**src/rtl/sram_pkg.sv**
```systemverilog
// sram_pkg
// Shared types and constants for the FFT buffer SRAM scheduler:
//   sfp_t       - one fixed-point sample component
//   addr_t_long - long-bank address
//   cmd_t       - scheduler command {col, idx, base, len}
//   state_t     - scheduler FSM states
//   LongDepth / ShortDepth - bank depths
//   WEN_COL / REN_COL0     - one-hot column selects
package sram_pkg;

    localparam int LongDepth  = 128;
    localparam int ShortDepth = 32;

    localparam logic [4:0] WEN_COL  = 5'b10000;
    localparam logic [7:0] REN_COL0 = 8'h10;

    typedef logic [15:0] sfp_t;
    typedef logic [$clog2(LongDepth)-1:0] addr_t_long;

    typedef struct packed {
        logic       col;   // 0 = row mode, 1 = column mode
        logic [1:0] idx;   // row or column number
        addr_t_long base;  // first address
        logic [7:0] len;   // beat count, 1..128
    } cmd_t;

    typedef enum logic [1:0] {
        IDLE,
        WRITE,
        READ,
        DRAIN
    } state_t;

endpackage

```
**src/rtl/sram_access_sched_if.sv**
```systemverilog
// sram_access_sched_if
// Requester-side bundle of the scheduler: the write and read command
// channels, the write beat stream and the read beat return.
// Signal suffixes are from the scheduler's point of view.
//   master - requester side (drives commands and write beats)
//   slave  - scheduler side
interface sram_access_sched_if;
    import sram_pkg::*;

    logic       wr_cmd_valid_i;
    logic       wr_cmd_ready_o;
    cmd_t       wr_cmd_i;
    logic       rd_cmd_valid_i;
    logic       rd_cmd_ready_o;
    cmd_t       rd_cmd_i;

    logic       wr_valid_i;
    logic       wr_ready_o;
    sfp_t [3:0] wr_dr_i;
    sfp_t [3:0] wr_di_i;

    logic       rd_valid_o;
    logic       rd_last_o;
    sfp_t [3:0] rd_dr_o;
    sfp_t [3:0] rd_di_o;

    modport master (
        output wr_cmd_valid_i, wr_cmd_i, rd_cmd_valid_i, rd_cmd_i,
        output wr_valid_i, wr_dr_i, wr_di_i,
        input  wr_cmd_ready_o, rd_cmd_ready_o, wr_ready_o,
        input  rd_valid_o, rd_last_o, rd_dr_o, rd_di_o
    );

    modport slave (
        input  wr_cmd_valid_i, wr_cmd_i, rd_cmd_valid_i, rd_cmd_i,
        input  wr_valid_i, wr_dr_i, wr_di_i,
        output wr_cmd_ready_o, rd_cmd_ready_o, wr_ready_o,
        output rd_valid_o, rd_last_o, rd_dr_o, rd_di_o
    );

endinterface

```
**src/rtl/rr_arb2.sv**
```systemverilog
// rr_arb2
// Two-requester round-robin arbiter. Exactly one grant is always high:
// a lone requester wins, and with both or neither requesting the side
// that was not granted last is chosen. The pointer only moves when
// update_i is high, so a grant that is not taken up leaves it alone.
//   clk_i, rst_i - clock, synchronous active-high reset
//   req_i[1:0]   - requests (bit 0 write, bit 1 read)
//   update_i     - record the current grant as "last granted"
//   gnt_o[1:0]   - one-hot grant
module rr_arb2 (
    input  logic       clk_i,
    input  logic       rst_i,
    input  logic [1:0] req_i,
    input  logic       update_i,
    output logic [1:0] gnt_o
);

    // 1 = read was granted last, so write is favoured (reset value).
    logic last_rd_reg;
    logic last_rd_next;

    always_comb begin
        gnt_o = 2'b01;
        if (req_i == 2'b01) begin
            gnt_o = 2'b01;
        end else if (req_i == 2'b10) begin
            gnt_o = 2'b10;
        end else begin
            gnt_o = last_rd_reg ? 2'b01 : 2'b10;
        end
        last_rd_next = update_i ? gnt_o[1] : last_rd_reg;
    end

    always_ff @(posedge clk_i) begin
        if (rst_i) begin
            last_rd_reg <= 1'b1;
        end else begin
            last_rd_reg <= last_rd_next;
        end
    end

endmodule

```
**src/rtl/sram_access_sched.sv**
```systemverilog
// sram_access_sched
// Owns the single-port FFT buffer SRAM and shares it between the
// butterfly output stream (writes) and input stream (reads). Whole
// commands are arbitrated round-robin, checked against bank depth, then
// executed one beat per cycle.
//   clk_i, rst_i          - clock, synchronous active-high reset
//   req                   - requester bundle (commands, write beats, read return)
//   wen_o, addr_wr_o,
//   dr_sram_o, di_sram_o  - registered SRAM write side
//   ren_o, addr_rd_o      - registered SRAM read side
//   dr_sram_i, di_sram_i  - SRAM read data, RdLatency after ren/addr
//   busy_o                - FSM not in IDLE
//   err_o                 - one-cycle pulse after an illegal command is consumed
module sram_access_sched
    import sram_pkg::*;
#(
    parameter int AddrLWidth = 7,
    parameter int AddrSWidth = 5,
    parameter int RdLatency  = 3
) (
    input  logic                 clk_i,
    input  logic                 rst_i,
    sram_access_sched_if.slave   req,
    output logic [4:0]           wen_o,
    output addr_t_long           addr_wr_o,
    output sfp_t [3:0]           dr_sram_o,
    output sfp_t [3:0]           di_sram_o,
    output logic [7:0]           ren_o,
    output addr_t_long           addr_rd_o,
    input  sfp_t [3:0]           dr_sram_i,
    input  sfp_t [3:0]           di_sram_i,
    output logic                 busy_o,
    output logic                 err_o
);

    localparam int LongLim  = 1 << AddrLWidth;
    localparam int ShortLim = 1 << AddrSWidth;
    localparam int DW       = $clog2(RdLatency + 1);

    state_t          state_reg, state_next;
    logic [7:0]      cnt_reg, cnt_next;
    logic [7:0]      len_reg, len_next;
    addr_t_long      base_reg, base_next;
    logic [4:0]      wsel_reg, wsel_next;
    logic [4:0]      wen_reg, wen_next;
    addr_t_long      addr_wr_reg, addr_wr_next;
    sfp_t [3:0]      dr_reg, dr_next;
    sfp_t [3:0]      di_reg, di_next;
    logic [7:0]      ren_reg, ren_next;
    addr_t_long      addr_rd_reg, addr_rd_next;
    logic [DW-1:0]   drain_reg, drain_next;
    logic            err_reg, err_next;
    logic [RdLatency-1:0] vpipe_reg;
    logic [RdLatency-1:0] lpipe_reg;

    logic [1:0] gnt;
    cmd_t       cmd_sel;
    logic       cmd_take;
    logic       legal;
    logic [8:0] end_addr;
    logic [8:0] limit;
    logic       last_beat;
    logic       issue;
    logic       issue_last;

    rr_arb2 u_arb (
        .clk_i    (clk_i),
        .rst_i    (rst_i),
        .req_i    ({req.rd_cmd_valid_i, req.wr_cmd_valid_i}),
        .update_i (cmd_take && legal),
        .gnt_o    (gnt)
    );

    // Command readiness is held low while reset is asserted.
    assign req.wr_cmd_ready_o = (state_reg == IDLE) && !rst_i && gnt[0];
    assign req.rd_cmd_ready_o = (state_reg == IDLE) && !rst_i && gnt[1];
    assign req.wr_ready_o     = (state_reg == WRITE);

    assign cmd_sel  = gnt[1] ? req.rd_cmd_i : req.wr_cmd_i;
    assign cmd_take = (req.wr_cmd_ready_o && req.wr_cmd_valid_i) ||
                      (req.rd_cmd_ready_o && req.rd_cmd_valid_i);

    // 9-bit sum so base+len can never wrap past the limit.
    assign end_addr = {2'b00, cmd_sel.base} + {1'b0, cmd_sel.len};
    assign limit    = (cmd_sel.idx == 2'd0) ? 9'(LongLim) : 9'(ShortLim);
    assign legal    = (cmd_sel.len != 8'd0) && (end_addr <= limit) &&
                      !(gnt[0] && cmd_sel.col && (cmd_sel.idx != 2'd0));

    assign last_beat  = (cnt_reg == len_reg - 8'd1);
    assign issue      = (state_reg == READ);
    assign issue_last = issue && last_beat;

    always_comb begin
        state_next   = state_reg;
        cnt_next     = cnt_reg;
        len_next     = len_reg;
        base_next    = base_reg;
        wsel_next    = wsel_reg;
        wen_next     = 5'd0;
        addr_wr_next = addr_wr_reg;
        dr_next      = dr_reg;
        di_next      = di_reg;
        ren_next     = ren_reg;
        addr_rd_next = addr_rd_reg;
        drain_next   = drain_reg;
        err_next     = 1'b0;

        case (state_reg)
            IDLE: begin
                if (cmd_take) begin
                    if (legal) begin
                        len_next  = cmd_sel.len;
                        base_next = cmd_sel.base;
                        cnt_next  = 8'd0;
                        if (gnt[0]) begin
                            state_next = WRITE;
                            wsel_next  = cmd_sel.col ? WEN_COL : (5'd1 << cmd_sel.idx);
                        end else begin
                            // First read address goes out together with the state change.
                            state_next   = READ;
                            ren_next     = cmd_sel.col ? (REN_COL0 << cmd_sel.idx)
                                                       : (8'd1 << cmd_sel.idx);
                            addr_rd_next = cmd_sel.base;
                        end
                    end else begin
                        err_next = 1'b1;
                    end
                end
            end
            WRITE: begin
                if (req.wr_valid_i) begin
                    wen_next     = wsel_reg;
                    addr_wr_next = base_reg + addr_t_long'(cnt_reg);
                    dr_next      = req.wr_dr_i;
                    di_next      = req.wr_di_i;
                    cnt_next     = cnt_reg + 8'd1;
                    if (last_beat) begin
                        state_next = IDLE;
                    end
                end
            end
            READ: begin
                if (last_beat) begin
                    state_next = DRAIN;
                    drain_next = '0;
                end else begin
                    addr_rd_next = addr_rd_reg + addr_t_long'(1);
                    cnt_next     = cnt_reg + 8'd1;
                end
            end
            DRAIN: begin
                // ren steers the SRAM output mux, so it holds until the
                // last in-flight beat has returned.
                if (drain_reg == DW'(RdLatency - 1)) begin
                    state_next = IDLE;
                    ren_next   = 8'd0;
                end else begin
                    drain_next = drain_reg + DW'(1);
                end
            end
            default: state_next = IDLE;
        endcase
    end

    always_ff @(posedge clk_i) begin
        if (rst_i) begin
            state_reg   <= IDLE;
            cnt_reg     <= '0;
            len_reg     <= '0;
            base_reg    <= '0;
            wsel_reg    <= '0;
            wen_reg     <= '0;
            addr_wr_reg <= '0;
            dr_reg      <= '0;
            di_reg      <= '0;
            ren_reg     <= '0;
            addr_rd_reg <= '0;
            drain_reg   <= '0;
            err_reg     <= 1'b0;
        end else begin
            state_reg   <= state_next;
            cnt_reg     <= cnt_next;
            len_reg     <= len_next;
            base_reg    <= base_next;
            wsel_reg    <= wsel_next;
            wen_reg     <= wen_next;
            addr_wr_reg <= addr_wr_next;
            dr_reg      <= dr_next;
            di_reg      <= di_next;
            ren_reg     <= ren_next;
            addr_rd_reg <= addr_rd_next;
            drain_reg   <= drain_next;
            err_reg     <= err_next;
        end
    end

    // Read return tags: one stage per cycle of SRAM read latency.
    generate
        for (genvar gi = 0; gi < RdLatency; gi++) begin : g_vpipe
            always_ff @(posedge clk_i) begin
                if (rst_i) begin
                    vpipe_reg[gi] <= 1'b0;
                    lpipe_reg[gi] <= 1'b0;
                end else if (gi == 0) begin
                    vpipe_reg[gi] <= issue;
                    lpipe_reg[gi] <= issue_last;
                end else begin
                    vpipe_reg[gi] <= vpipe_reg[(gi == 0) ? 0 : gi - 1];
                    lpipe_reg[gi] <= lpipe_reg[(gi == 0) ? 0 : gi - 1];
                end
            end
        end
    endgenerate

    assign req.rd_valid_o = vpipe_reg[RdLatency-1];
    assign req.rd_last_o  = lpipe_reg[RdLatency-1];
    assign req.rd_dr_o    = dr_sram_i;
    assign req.rd_di_o    = di_sram_i;

    assign wen_o     = wen_reg;
    assign addr_wr_o = addr_wr_reg;
    assign dr_sram_o = dr_reg;
    assign di_sram_o = di_reg;
    assign ren_o     = ren_reg;
    assign addr_rd_o = addr_rd_reg;
    assign busy_o    = (state_reg != IDLE);
    assign err_o     = err_reg;

endmodule
```
**src/flat_wrapper.sv**
```systemverilog
// flat-port wrapper written by rule: the top's interface ports become plain ports
module sram_access_sched_flat import sram_pkg::*;
#(
    parameter int AddrLWidth = 7,
    parameter int AddrSWidth = 5,
    parameter int RdLatency  = 3
)
  (clk_i, rst_i, wen_o, addr_wr_o, dr_sram_o, di_sram_o, ren_o, addr_rd_o, dr_sram_i, di_sram_i, busy_o, err_o, req_wr_cmd_valid_i, req_wr_cmd_i, req_rd_cmd_valid_i, req_rd_cmd_i, req_wr_valid_i, req_wr_dr_i, req_wr_di_i, req_wr_cmd_ready_o, req_rd_cmd_ready_o, req_wr_ready_o, req_rd_valid_o, req_rd_last_o, req_rd_dr_o, req_rd_di_o);
  sram_access_sched_if req_i ();
  input  logic clk_i;
  input  logic rst_i;
  output logic [4:0] wen_o;
  output addr_t_long addr_wr_o;
  output sfp_t [3:0] dr_sram_o;
  output sfp_t [3:0] di_sram_o;
  output logic [7:0] ren_o;
  output addr_t_long addr_rd_o;
  input  sfp_t [3:0] dr_sram_i;
  input  sfp_t [3:0] di_sram_i;
  output logic busy_o;
  output logic err_o;
  input wire logic [$bits(req_i.wr_cmd_valid_i)-1:0] req_wr_cmd_valid_i;
  input wire logic [$bits(req_i.wr_cmd_i)-1:0] req_wr_cmd_i;
  input wire logic [$bits(req_i.rd_cmd_valid_i)-1:0] req_rd_cmd_valid_i;
  input wire logic [$bits(req_i.rd_cmd_i)-1:0] req_rd_cmd_i;
  input wire logic [$bits(req_i.wr_valid_i)-1:0] req_wr_valid_i;
  input wire logic [$bits(req_i.wr_dr_i)-1:0] req_wr_dr_i;
  input wire logic [$bits(req_i.wr_di_i)-1:0] req_wr_di_i;
  output wire logic [$bits(req_i.wr_cmd_ready_o)-1:0] req_wr_cmd_ready_o;
  output wire logic [$bits(req_i.rd_cmd_ready_o)-1:0] req_rd_cmd_ready_o;
  output wire logic [$bits(req_i.wr_ready_o)-1:0] req_wr_ready_o;
  output wire logic [$bits(req_i.rd_valid_o)-1:0] req_rd_valid_o;
  output wire logic [$bits(req_i.rd_last_o)-1:0] req_rd_last_o;
  output wire logic [$bits(req_i.rd_dr_o)-1:0] req_rd_dr_o;
  output wire logic [$bits(req_i.rd_di_o)-1:0] req_rd_di_o;
  assign req_i.wr_cmd_valid_i = req_wr_cmd_valid_i;
  assign req_i.wr_cmd_i = req_wr_cmd_i;
  assign req_i.rd_cmd_valid_i = req_rd_cmd_valid_i;
  assign req_i.rd_cmd_i = req_rd_cmd_i;
  assign req_i.wr_valid_i = req_wr_valid_i;
  assign req_i.wr_dr_i = req_wr_dr_i;
  assign req_i.wr_di_i = req_wr_di_i;
  assign req_wr_cmd_ready_o = req_i.wr_cmd_ready_o;
  assign req_rd_cmd_ready_o = req_i.rd_cmd_ready_o;
  assign req_wr_ready_o = req_i.wr_ready_o;
  assign req_rd_valid_o = req_i.rd_valid_o;
  assign req_rd_last_o = req_i.rd_last_o;
  assign req_rd_dr_o = req_i.rd_dr_o;
  assign req_rd_di_o = req_i.rd_di_o;
  sram_access_sched #(.AddrLWidth(AddrLWidth), .AddrSWidth(AddrSWidth), .RdLatency(RdLatency)) u_core (.clk_i(clk_i), .rst_i(rst_i), .req(req_i), .wen_o(wen_o), .addr_wr_o(addr_wr_o), .dr_sram_o(dr_sram_o), .di_sram_o(di_sram_o), .ren_o(ren_o), .addr_rd_o(addr_rd_o), .dr_sram_i(dr_sram_i), .di_sram_i(di_sram_i), .busy_o(busy_o), .err_o(err_o));
endmodule
```
**config.mk**
```make
export PLATFORM = sky130hd
export DESIGN_NAME = sram_access_sched_flat
export DESIGN_NICKNAME = d
export VERILOG_FILES = /design/src/rtl/sram_pkg.sv /design/src/rtl/sram_access_sched_if.sv /design/src/rtl/rr_arb2.sv /design/src/rtl/sram_access_sched.sv /design/src/flat_wrapper.sv
export SDC_FILE = /design/constraint.sdc
export NUM_CORES = 1
export LEC_CHECK = 0
export CAP_MARGIN = 0
export CORE_AREA = 2 2 229 231
export DETAILED_ROUTE_END_ITERATION = 10
export DIE_AREA = 0 0 231 233
export GPL_ROUTABILITY_DRIVEN = 0
export GPL_TIMING_DRIVEN = 0
export PLACE_DENSITY = 0.47
export SYNTH_ARGS = -nofsm -noshare
export SYNTH_HDL_FRONTEND = slang
export SYNTH_SLANG_ARGS = --single-unit
```
**constraint.sdc**
```tcl
create_clock -name clk_i -period 6 [get_ports clk_i]
set_input_delay 0.9 -clock clk_i [delete_from_list [all_inputs] [get_ports clk_i]]
set_output_delay 0.9 -clock clk_i [all_outputs]
set_load 0.02 [all_outputs]
```
### Yosys cells after proc, flatten, opt, wreduce, memory -nomap -nowiden

Index checks and enable logic that the tools add are counted.

| word-level totals | value |
|---|---|
| register bits | 195 |
| bits in latches | 0 |
| bits in writable memories | 0 |
| memory bits (read-only) | 0 |
| input bits | 297 |
| logic and storage cells | 122 |
| memories kept | 0 |

| cells by class | value |
|---|---|
| $add $sub $neg | 6 |
| multipliers | 0 |
| div/mod/pow operators | 0 |
| $lt $le $gt $ge | 1 |
| equality and inequality tests | 16 |
| shift operators | 3 |
| mux-type cells | 33 |
| bitwise gates (word level) | 4 |
| reduce and logical (&&, ||, !) cells | 33 |

Operator list:

| cell | number |
|---|---|
| $mux W8 | 10 |
| $mux W7 | 4 |
| $pmux W8 S3 | 1 |
| $mux W2 | 11 |
| $mux W18 | 1 |
| $pmux W8 S2 | 1 |
| $reduce_and A5 Y1 | 3 |
| $pmux W7 S2 | 1 |
| $logic_and A1 B1 Y1 | 11 |
| $ne A2 B1 Y1 const B | 5 |
| $reduce_bool A2 Y1 | 5 |
| $add A7 B8 Y9 | 1 |
| $le A9 B9 Y1 | 1 |
| $add A8 B1 Y8 const B | 1 |
| $eq A2 B2 Y1 const B | 4 |
| $eq A8 B8 Y1 | 1 |
| $ne A2 B2 Y1 const B | 4 |
| $pmux W2 S4 | 1 |
| $reduce_bool A8 Y1 | 1 |
| $shl A1 B2 Y8 const A | 1 |
| $shl A5 B2 Y8 const A | 1 |
| $sub A8 B1 Y8 const B | 1 |
| $add A7 B1 Y7 const B | 1 |
| $add A7 B7 Y7 | 1 |
| other kinds (16) | 24 |

### Depth between registers and ports, before layout

| depth | value |
|---|---|
| depth in word-level cells | 12 |
| mapped depth | 22 |
| gate-level depth less buffers | 19 |

### By module

From an unflattened synthesis, not the netlist that was laid out.

| second synthesis, totals | value |
|---|---|
| cell total of the unflattened synthesis | 1172 |
| area total of the unflattened synthesis | 9426.5 sq um |

By module, submodules not included:

| module | times used | cells an instance | area each (sq um) | sequential area each (sq um) |
|---|---|---|---|---|
| sram_access_sched | 1 | 1164 | 9360.2 | 3883.7 |
| rr_arb2 | 1 | 8 | 66.3 | 20.0 |

### Worst setup path before layout

OpenSTA, ideal clock, no wires.

| path | value |
|---|---|
| path type | input port to flip-flop |
| start | input port req_wr_cmd_valid_i |
| end | register u_core.ren_reg[1] (netlist: u_core.ren_o[1]) |
| setup time | 123 ps |
| arrival time | 5021 ps |
| required time | 5877 ps |
| path slack | 856 ps |
| cell stages on the path | 21 |
| cells stage by stage | nand2b_1 a21oi_4 clkbuf_1 mux2i_1 inv_1 ha_1 nand2_1 o21a_1 o31ai_1 a21oi_1 nor2_1 nor2_1 xnor2_1 ha_1 nand2b_1 a2111oi_2 a31oi_2 a21oi_2 o21a_1 buf_6 mux2_1 |

RTL lines:

| item | RTL line | text |
|---|---|---|
| start, declared | flat_wrapper.sv:22 | `input wire logic [$bits(req_i.wr_cmd_valid_i)-1:0] req_wr_cmd_valid_i;` |
| end signal, assigned | sram_access_sched.sv:190 | `ren_reg <= ren_next;` |
| end, declared | sram_access_sched.sv:49 | `logic [7:0] ren_reg, ren_next;` |

==> metrics <==
Place WS=-496 ps; crit path launch=req_wr_cmd_valid_i; die area=53800 µm²; measured slew at the worst slew-check pin=1020 ps; Detailed Route WL=39.0 mm; Final Critical Period=5590 ps; Yosys warnings=0; count leader, synth=nand2_1; Crit path max-delay family=buffers and inverters; crit-path max cell delay=640 ps; Area Growth Syn to Fin=64.0%; TritonRoute pass-1 iters=5; startpoint types=input pin; clock sink total=195; synth unique cells=64; port bufs=458; WHS=439 ps; vias per cell=4.02; Syn Inst Count=1184; flops & latches, synth=195; Post-DRT Antenna Nets=0; nets=1986; Worst-path clk slew=70 ps; Yosys top cell area share=41.1%; fmax=179 MHz; Starting Density=18.6%; kind of critical path=input pin to register; WP data arrival=5960 ps; syn nets=1507; Seq/Total Area, Yosys=41.1%; Cell Pwr Density=285 nW/µm²; clock buffer depth=2; Lkg Pwr=0.00560 µW; Setup TNS=0 ps; fraction of layout cells with a size suffix above 1=11.5%; Final Hold Fails=0; critical path endpoint=u_core.ren_o[3]; Overall Global Routing Usage=14.0%; synthesized area=9510 µm²; fin worst setup slack=411 ps; R2R cell count=20; non-filler instance count after layout=2358; Hold Crit Class=register to register; GR Overflow Total=0; Synth area leader=dfxtp_1; die width=231 µm; TritonCTS clock tree=built; placed cell count=2322; Core Rows=83; RSZ-0062 raised after global routing=false; CP max stage cell=mux2i_1; global-route wire length before repair=55.6 mm; H-tree Lvls=4; via count=9480; Avg Cell Area, Syn=8.03 µm²; Stages on worst setup path=20; Max Slew Vio Count=0; max_cap viols=0; hold buffer count at cts=0; CP Buf/Inv Count=6; EDFF count, synth=0; vias in the first global route=9008; Tot Pwr=4440 µW; routed len/inst=16.5 µm; Final period util=93.2%; detailed placement HPWL=31.5 mm; initial antenna violation count=4; Slew headroom=32.0%; IO Count=587; asr flop ratio synth=0%; crit-path max FO=10; Starting DRT DRC Count=306; CP Data Required Time=6380 ps; Residual DRC=0; Worst Clk Skew=9.98 ps; Die Span Y=233 µm; status=complete, no violations; root buffer cell=clkbuf_16; Max VDD drop=214 µV; leading post-synthesis cells by cell area=dfxtp_1, nand2_1, buf_4; Reg-to-Reg End=u_core.ren_o[3]; r2r setup slk=1160 ps; crit path cell chain=clkdlybuf4s50_1 > nor2b_1 > a21o_1 > buf_4 > buf_1 > mux2i_1 > inv_1 > ha_1 > inv_1 > nor2_1 > nor2_1 > xnor2_1 > ha_1 > nand2b_1 > a2111oi_2 > a31oi_2 > a21oi_4 > o21a_1 > buf_6 > mux2_1; core area=51100 µm²; clock latency on the worst-skew pair=490 ps; Final setup viols=0; top_reg_cell synth=dfxtp_1; top post-synthesis cells by count=nand2_1, dfxtp_1, a21oi_1; Critical Path End Type=register; largest net degree at the start of global routing=18; CTS buffer count=17; r2r startpoint=u_core.u_arb.last_rd_reg
[through the flow]
stage          area, µm²  util [%]
6_report           15600      30.5
5_1_grt            15600      30.5
4_1_cts            15500      30.4
3_5_place_dp       14900      29.2
3_3_place_gp       14900      29.2
2_1_floorplan       9510         -
[area by class of cell]
| type | instances | area (µm²) |
|---|---|---|
| clock inverters | 13 | 173 |
| inverters | 21 | 78.8 |
| clock buffers | 18 | 429 |
| plain buffers | 191 | 1220 |
| repair buffers | 460 | 4600 |
| multi-input cells | 777 | 4340 |
| well taps | 680 | 851 |
| flip-flops and latches | 195 | 3900 |
| fillers | 5412 | 35500 |
| diodes | 3 | 7.51 |
[cell families (layout without fill, tap and decap cells)]
group | Yosys count | count (layout) | share of synthesized area (%)
flip-flops | 195 | 195 | 41.1
AO/OA/AOI/OAI | 234 | 234 | 15.0
AND/OR/NAND/NOR | 454 | 454 | 20.0
XOR/XNOR | 25 | 25 | 2.38
multiplexers | 38 | 38 | 4.34
buffers and inverters | 212 | 703 | 13.6
other | 0 | 3 | 0
adder cells (fa/ha/maj) | 26 | 26 | 3.58
[worst min-delay path by stage]
stage | from | to | slack (ps) | depth (start not counted)
2_1_floorplan | u_core.wsel_reg[0] | u_core.wen_o[0] | 410 | 2
3_3_place_gp | u_core.lpipe_reg[0] | u_core.lpipe_reg[1] | 420 | 1
3_5_place_dp | u_core.vpipe_reg[1] | u_core.req.rd_valid_o | 430 | 1
4_1_cts | u_core.wsel_reg[0] | u_core.wen_o[0] | 440 | 2
5_1_grt | u_core.vpipe_reg[1] | u_core.req.rd_valid_o | 460 | 1
6_report | u_core.vpipe_reg[1] | u_core.req.rd_valid_o | 440 | 1
[power breakdown]
group          internal (µW)  switching (µW)
sequential              1420            72.7
clock                    660             570
combinational            747             966
[metal layers]
metal | up-vias | routed length, µm | GRT usage (%) | share of wire (%)
li1 | 4758 | - | - | -
met1 | 4364 | 16300 | 16.7 | 42
met2 | 323 | 19500 | 23.9 | 50
met3 | 35 | 2410 | 3.59 | 6.2
met4 | 0 | 796 | 5.46 | 2.0
met5 | - | 0 | 0 | 0
[what timing repair did]
action,CTS,global route
buffers inserted,0,2
gates resized for setup,0,6
setup endpoints to repair,0,43
[cells in the final DEF (no fill, tap or decap), types with 4 or more instances in the layout]
master,Yosys,final
inv_6,0,4
inv_1,20,20
buf_4,130,132
mux2_2,7,7
o31ai_1,4,4
o21a_1,4,4
xor2_1,6,6
clkbuf_16,0,17
mux2_1,4,4
a21o_1,6,6
nor2_1,64,64
nand2b_1,7,7
clkdlybuf4s50_1,0,458
mux2i_1,23,21
and2_1,11,11
dfxtp_1,195,195
nand2_1,304,304
xnor2_1,18,18
clkbuf_1,46,46
nor3_1,13,13
nand3_1,15,15
nor2b_1,18,18
nand4_1,4,4
a211oi_1,7,7
a21oi_1,161,161
nor3b_1,4,4
buf_1,12,12
ha_1,24,24
a31oi_1,4,4
o21ai_0,20,20
[worst reg2reg max path: cells and delay by family (launching register included)]
| family | cells | cell delay (ps) |
|---|---|---|
| compound gates | 8 | 2120 |
| xor+xnor | 1 | 120 |
| fa+ha+maj | 2 | 470 |
| buf+inv | 3 | 610 |
| flops | 1 | 350 |
| mux | 2 | 690 |
| simple gates | 4 | 390 |
No activity file was read; power rests on OpenSTA's default activity.
